### config.mk
export PLATFORM = sky130hd
export DESIGN_NAME = shim_ads816x_adc_timing_calc_multi
export DESIGN_NICKNAME = d
export VERILOG_FILES = /design/src/rtl/shim_ads816x_adc_timing_calc_multi.sv
export SDC_FILE = /design/constraint.sdc
export NUM_CORES = 2
export LEC_CHECK = 0
export CAP_MARGIN = 20
export CORE_ASPECT_RATIO = 0.7
export CORE_MARGIN = 4
export CORE_UTILIZATION = 65
export CTS_BUF_LIST = sky130_fd_sc_hd__clkbuf_16
export CTS_CLUSTER_SIZE = 10
export DETAILED_ROUTE_END_ITERATION = 10
export PLACE_DENSITY = 0.83
export SLEW_MARGIN = 20
export SYNTH_ARGS = -nofsm -noshare
export SYNTH_HDL_FRONTEND = slang
export SYNTH_SLANG_ARGS = --single-unit
### constraint.sdc
create_clock -name clk -period 9.9 [get_ports clk]
set_clock_uncertainty 0.1 [all_clocks]
set_input_delay 1.485 -clock clk [delete_from_list [all_inputs] [get_ports clk]]
set_output_delay 1.485 -clock clk [all_outputs]
set_load 0.02 [all_outputs]
### src/rtl/shim_ads816x_adc_timing_calc_multi.sv
// Minimum nCS-high time (SPI cycles) for a run-time selected ADS816x model; shared restoring divider.
// Fixed latency: done rises 132 edges after calc is sampled in IDLE; calc is a level request, held high to keep the result.
module shim_ads816x_adc_timing_calc_multi #(
    parameter int CMD_BITS        = 16,
    parameter int MIN_CONV_CYCLES = 3,
    parameter int OUT_WIDTH       = 8
) (
    input  logic                 clk,
    input  logic                 resetn,
    input  logic [31:0]          spi_clk_freq_hz,
    input  logic [1:0]           model_sel,
    input  logic                 calc,
    output logic [OUT_WIDTH-1:0] n_cs_high_time,
    output logic [15:0]          t_conv_cycles,
    output logic                 done,
    output logic                 busy,
    output logic                 saturated,
    output logic                 lock_viol
);

    typedef enum logic [2:0] {
        IDLE,
        DIV_CONV,
        DIV_CYCLE,
        RESULT,
        DONE
    } state_t;

    localparam logic [31:0] DIVISOR  = 32'd1_000_000_000;
    localparam logic [63:0] ROUND_UP = 64'd999_999_999;
    localparam logic [31:0] CMD_W    = 32'(CMD_BITS);
    localparam logic [31:0] MIN_W    = 32'(MIN_CONV_CYCLES);
    localparam logic [31:0] OUT_MAX  = (32'd1 << OUT_WIDTH) - 32'd1;
    localparam logic [6:0]  LAST_IT  = 7'd64;

    state_t         state_q, state_d;
    logic [31:0]    freq_q;
    logic [1:0]     model_q;
    logic [63:0]    dvd_q;
    logic [31:0]    rem_q;
    logic [31:0]    quo_q;
    logic [6:0]     cnt_q;
    logic [31:0]    conv_q;
    logic [31:0]    cyc_q;
    logic [31:0]    res_q;

    logic           changed;
    logic           start, abort_lock, abort_calc;
    logic           div_step, fin_conv, fin_cyc, do_result, do_done;
    logic [32:0]    rem_sh, rem_sub;
    logic           q_bit;
    logic [31:0]    rem_nx;

    // ADS8166 timing doubles as the reserved encoding.
    function automatic logic [11:0] t_ns(input logic [1:0] m, input logic use_cycle);
        case (m)
            2'd1:    t_ns = use_cycle ? 12'd2000 : 12'd1200;
            2'd2:    t_ns = use_cycle ? 12'd1000 : 12'd660;
            default: t_ns = use_cycle ? 12'd4000 : 12'd2500;
        endcase
    endfunction

    function automatic logic [63:0] load_dvd(input logic [31:0] f, input logic [1:0] m,
                                             input logic use_cycle);
        load_dvd = ({32'd0, f} * {52'd0, t_ns(m, use_cycle)}) + ROUND_UP;
    endfunction

    // Restoring step: the borrow of the trial subtraction selects the quotient bit.
    always_comb begin
        rem_sh  = {rem_q, dvd_q[63]};
        rem_sub = rem_sh - {1'b0, DIVISOR};
        q_bit   = ~rem_sub[32];
        rem_nx  = q_bit ? rem_sub[31:0] : rem_sh[31:0];
    end

    assign changed = (spi_clk_freq_hz != freq_q) || (model_sel != model_q);
    assign busy    = (state_q == DIV_CONV) || (state_q == DIV_CYCLE) || (state_q == RESULT);

    always_ff @(posedge clk) begin
        if (!resetn) begin
            state_q <= IDLE;
        end else begin
            state_q <= state_d;
        end
    end

    always_comb begin
        state_d    = state_q;
        start      = 1'b0;
        abort_lock = 1'b0;
        abort_calc = 1'b0;
        div_step   = 1'b0;
        fin_conv   = 1'b0;
        fin_cyc    = 1'b0;
        do_result  = 1'b0;
        do_done    = 1'b0;
        if (state_q == IDLE) begin
            if (calc) begin
                start   = 1'b1;
                state_d = DIV_CONV;
            end
        end else if (changed) begin
            abort_lock = 1'b1;
            state_d    = IDLE;
        end else if (!calc) begin
            abort_calc = 1'b1;
            state_d    = IDLE;
        end else begin
            case (state_q)
                DIV_CONV: begin
                    if (cnt_q == LAST_IT) begin
                        fin_conv = 1'b1;
                        state_d  = DIV_CYCLE;
                    end else begin
                        div_step = 1'b1;
                    end
                end
                DIV_CYCLE: begin
                    if (cnt_q == LAST_IT) begin
                        fin_cyc = 1'b1;
                        state_d = RESULT;
                    end else begin
                        div_step = 1'b1;
                    end
                end
                RESULT: begin
                    do_result = 1'b1;
                    state_d   = DONE;
                end
                DONE: begin
                    do_done = ~done;
                end
                default: begin
                    state_d = IDLE;
                end
            endcase
        end
    end

    always_ff @(posedge clk) begin
        if (!resetn) begin
            freq_q         <= '0;
            model_q        <= '0;
            dvd_q          <= '0;
            rem_q          <= '0;
            quo_q          <= '0;
            cnt_q          <= '0;
            conv_q         <= '0;
            cyc_q          <= '0;
            res_q          <= '0;
            n_cs_high_time <= '0;
            t_conv_cycles  <= '0;
            done           <= 1'b0;
            saturated      <= 1'b0;
            lock_viol      <= 1'b0;
        end else begin
            if (start) begin
                freq_q    <= spi_clk_freq_hz;
                model_q   <= model_sel;
                lock_viol <= 1'b0;
                saturated <= 1'b0;
                done      <= 1'b0;
                dvd_q     <= load_dvd(spi_clk_freq_hz, model_sel, 1'b0);
                rem_q     <= '0;
                quo_q     <= '0;
                cnt_q     <= '0;
            end
            if (div_step) begin
                dvd_q <= {dvd_q[62:0], 1'b0};
                rem_q <= rem_nx;
                quo_q <= {quo_q[30:0], q_bit};
                cnt_q <= cnt_q + 7'd1;
            end
            if (fin_conv) begin
                conv_q <= (quo_q > MIN_W) ? quo_q : MIN_W;
                dvd_q  <= load_dvd(freq_q, model_q, 1'b1);
                rem_q  <= '0;
                quo_q  <= '0;
                cnt_q  <= '0;
            end
            if (fin_cyc) begin
                cyc_q <= (quo_q > CMD_W) ? (quo_q - CMD_W) : 32'd0;
            end
            if (do_result) begin
                res_q <= (conv_q > cyc_q) ? conv_q : cyc_q;
            end
            if (do_done) begin
                n_cs_high_time <= (res_q > OUT_MAX) ? OUT_MAX[OUT_WIDTH-1:0] : res_q[OUT_WIDTH-1:0];
                saturated      <= (res_q > OUT_MAX);
                t_conv_cycles  <= (conv_q > 32'd65535) ? 16'hFFFF : conv_q[15:0];
                done           <= 1'b1;
            end
            if (abort_lock) begin
                lock_viol <= 1'b1;
                done      <= 1'b0;
            end
            if (abort_calc) begin
                done <= 1'b0;
            end
        end
    end

endmodule

==> flow_summary.toml <==
[outcome]
status = "completed"

[global_route]
grtUsageTotal = 0.308
gr-total-overflow = 0
grt_max_degree = 70
grt_pass1_vias = 26887
antenna_found_initial = 0
grt_pass1_wl_mm = 139

[sta]
slew_violations = 0
hold_viol_final = 0
fmax_ghz = 0.119
worst_pin_slew_ns = 1.11
relSlewSlack = 0.261
period_needed_ns = 8.38
rsz0062_at_grt = "false"
setup_tns_ns = 0
min_period_over_period = 0.846
setup_viol = 0
fin_ws_ns = 1.52

[floorplanning]
ios = 65
rows = 68
coreArea_mm2 = 0.0498
die_w_um = 278
die_h_um = 197
start_util = 0.665
dieArea_mm2 = 0.0546

[power_and_ir_drop]
power_uw = 9190
internal_power_uw = 4520
p_per_area_mw_per_mm2 = 264
switching_share = 0.508
cellLeakagePower_uw = 0.0165
pwr-share-clk = 0.125
ir_drop_uv = 391
p_seq_frac = 0.143
p_switching_uw = 4670
pwr-share-comb = 0.732

[placed_design]
io_buffers = 64
dp.cells = 4440
place_ws_ns = 1.17
gp_congestion = 0.957
dpl.hpwl_mm = 64.3

[finish]
drive_gt1_frac = 0.0320
nFillCells = 3909
finalNonFillerCells = 4482
synthToLayoutAreaGrowth_pct = 5.10
num_antenna_cells = 0
nets = 4566

[clocking]
clk_latency_ns = 0.54
cts_max_level = 2
path_clk_slew_ns = 0.06
cts.root.buffer_cell = "clkbuf_16"
cts_hold_buffers = 0
cts_setup_buffers = 0
cts_sinks = 295
tritoncts = "built"
cts_resized = 0
cts_buffers = 35
cts_max_path_buffers = 3

[logic_synthesis]
yosys-top-cells-count = "inv_1 (663), nand2_1 (441), fa_1 (419), ha_1 (298), dfxtp_1 (295)"
synth_top_area_frac = 0.253
yosys.area_share.xor_xnor = 0.0370
ys_seq_elements = 295
muxShareOfSynthArea = 0.0130
yosysSeqAreaShare = 0.178
synth_largest_area_cell = "fa_1"
synthSimpleGateAreaFrac = 0.161
ys_types = 92
synth_async_sr_flop_share = 0
yosys_warnings = 0
synthCells = 3887
syn_area_mm2 = 0.0331
yosys-top-cells-area = "fa_1 (25%), dfxtp_1 (18%), ha_1 (11%)"
ys.flop_type = "dfxtp_1"
avgSynthCellArea_um2 = 8.51
synth_edf_count = 0
yosys.cell_count.top_type = "inv_1"
synth_compound_gate_area_share = 0.140
synth_top_family_by_area = "adder cells"
syn_nets = 4641
synth_adder_area_share = 0.366

[worst_setup_path]
reg2reg_depth = 22
cp.arrival_ns = 8.67
r2r_slack_ns = 2.11
cp-end-kind = "register"
crit_fanout = 44
crit_end = "dvd_q[44]$_SDFFE_PN0P_"
critical_path_class = "in2reg"
worstReg2RegEnd = "dvd_q[41]$_SDFFE_PN0P_"
worstReg2RegStart = "model_q[0]$_SDFFE_PN0P_"
startpoint_type = "input pin"
setup.worst_path.start = "model_sel[0]"
cp_data_required_time_ns = 10.19

[drt]
via_per_inst = 6.00
ant_nets = 0
drc = 0
num_vias = 26893
drt_wl_total_mm = 84.0
wl_per_cell_um = 18.7
dr.pass1.iters = 6
first_iter_violations = 2600

[worst_hold_path]
hold_path_class = "reg2reg"

[run]
maxCapViolCount = 0
## per-stage QoR
stage / hold WS (ns) / utilization / area [µm²]
after floorplan: 0.325 / - / 33100
after detailed placement: 0.346 / 0.680 / 33800
after global routing: 0.379 / 0.699 / 34800
after CTS: 0.359 / 0.699 / 34800
after global placement: 0.337 / 0.680 / 33800
final: 0.354 / 0.699 / 34800
## placed cells by master (no fill, tap or decap), types with 8 or more instances in the layout
cell type | synthesis | routed
and2_1 | 71 | 71
a211oi_1 | 51 | 51
clkbuf_16 | 0 | 35
o21bai_1 | 12 | 12
nor2b_1 | 65 | 64
buf_4 | 12 | 26
a21o_1 | 53 | 53
o21a_1 | 10 | 10
clkdlybuf4s50_1 | 0 | 64
nor3_1 | 40 | 38
a22oi_1 | 65 | 65
nor2_1 | 235 | 233
xor2_1 | 43 | 43
inv_1 | 663 | 665
nor4_1 | 20 | 20
fa_1 | 419 | 419
ha_1 | 298 | 297
a21oi_1 | 216 | 216
nand3_1 | 33 | 33
o21ai_1 | 34 | 34
and3_1 | 23 | 23
a211o_1 | 8 | 8
mux2i_1 | 42 | 42
xnor2_1 | 93 | 93
o221ai_1 | 15 | 15
dfxtp_1 | 295 | 295
nand4_1 | 39 | 39
or3_1 | 14 | 14
a31oi_1 | 19 | 19
o211ai_1 | 33 | 33
nand2b_1 | 90 | 90
nand2_1 | 441 | 439
o21ai_0 | 114 | 114
## state kept, by name (all words and copies together) (netlist names)
register / count
freq_q: 32
model_q: 2
saturated: 1
cnt_q: 7
cyc_q: 32
rem_q: 32
res_q: 32
dvd_q: 64
done: 1
n_cs_high_time: 8
quo_q: 32
conv_q: 32
state_q: 3
t_conv_cycles: 16
lock_viol: 1
## logic make-up after synthesis
family / Yosys count
compound gates: 712
fa+ha+maj: 717
mux: 43
simple gates: 1117
xor+xnor: 138
flops: 295
buf+inv: 865
## power groups by stage
stage | Clock [µW] | Combinational (µW) | Sequential [µW]
after floorplan | 0 | 4960 | 1310
after global placement | 0 | 6350 | 1340
after detailed placement | 0 | 6570 | 1340
after CTS | 1150 | 6620 | 1320
after global routing | 1210 | 7480 | 1330
final | 1140 | 6730 | 1320
## area by class of cell
type                            count  area [µm²]  area share
Clock buffer                       35         876      0.0252
Clock inverter                      7        70.1     0.00201
Inverter                          663        2490      0.0716
Multi-Input combinational cell   2727       23800       0.683
Sequential cell                   295        5910       0.170
Tap cell                          665         832      0.0239
Timing Repair Buffer               90         836      0.0240
## worst max-delay path, cell delays in order
cell             delay, ns
clkdlybuf4s50_1       0.57
inv_1                 0.07
ha_2                  0.87
nand2_1               0.22
xor2_1                0.23
ha_1                  0.19
a21oi_1               0.16
fa_1                  0.43
inv_1                 0.07
fa_1                  0.43
fa_1                  0.56
inv_1                 0.06
fa_1                  0.53
inv_1                 0.04
ha_1                  0.36
o211ai_1              0.13
o211ai_1              0.31
a41o_1                0.40
nand4_1               0.22
a211o_1               0.38
o22ai_2               0.33
nand4_1               0.18
a211oi_1              0.29
o311ai_1              0.13
## routing by layer
metal | GRT usage | share of wire | up-vias
li1 | - | - | 12417
met5 | 0 | 0 | -
met3 | 0.0679 | 0.10 | 215
met1 | 0.442 | 0.43 | 12930
met4 | 0.104 | 0.038 | 0
met2 | 0.469 | 0.43 | 1331
## how the worst min path moves through the flow
| stage | from | end | slack, ns | cells after the start |
|---|---|---|---|---|
| after floorplan | res_q[12]$_SDFFE_PN0P_ | res_q[12]$_SDFFE_PN0P_ | 0.33 | 2 |
| after global placement | res_q[7]$_SDFFE_PN0P_ | res_q[7]$_SDFFE_PN0P_ | 0.34 | 2 |
| after detailed placement | res_q[2]$_SDFFE_PN0P_ | res_q[2]$_SDFFE_PN0P_ | 0.35 | 2 |
| after CTS | dvd_q[19]$_SDFFE_PN0P_ | dvd_q[19]$_SDFFE_PN0P_ | 0.36 | 2 |
| after global routing | cyc_q[15]$_SDFFE_PN0P_ | cyc_q[15]$_SDFFE_PN0P_ | 0.38 | 2 |
| final | res_q[2]$_SDFFE_PN0P_ | res_q[2]$_SDFFE_PN0P_ | 0.35 | 2 |
Note: power is estimated with default switching activity, not from simulation.
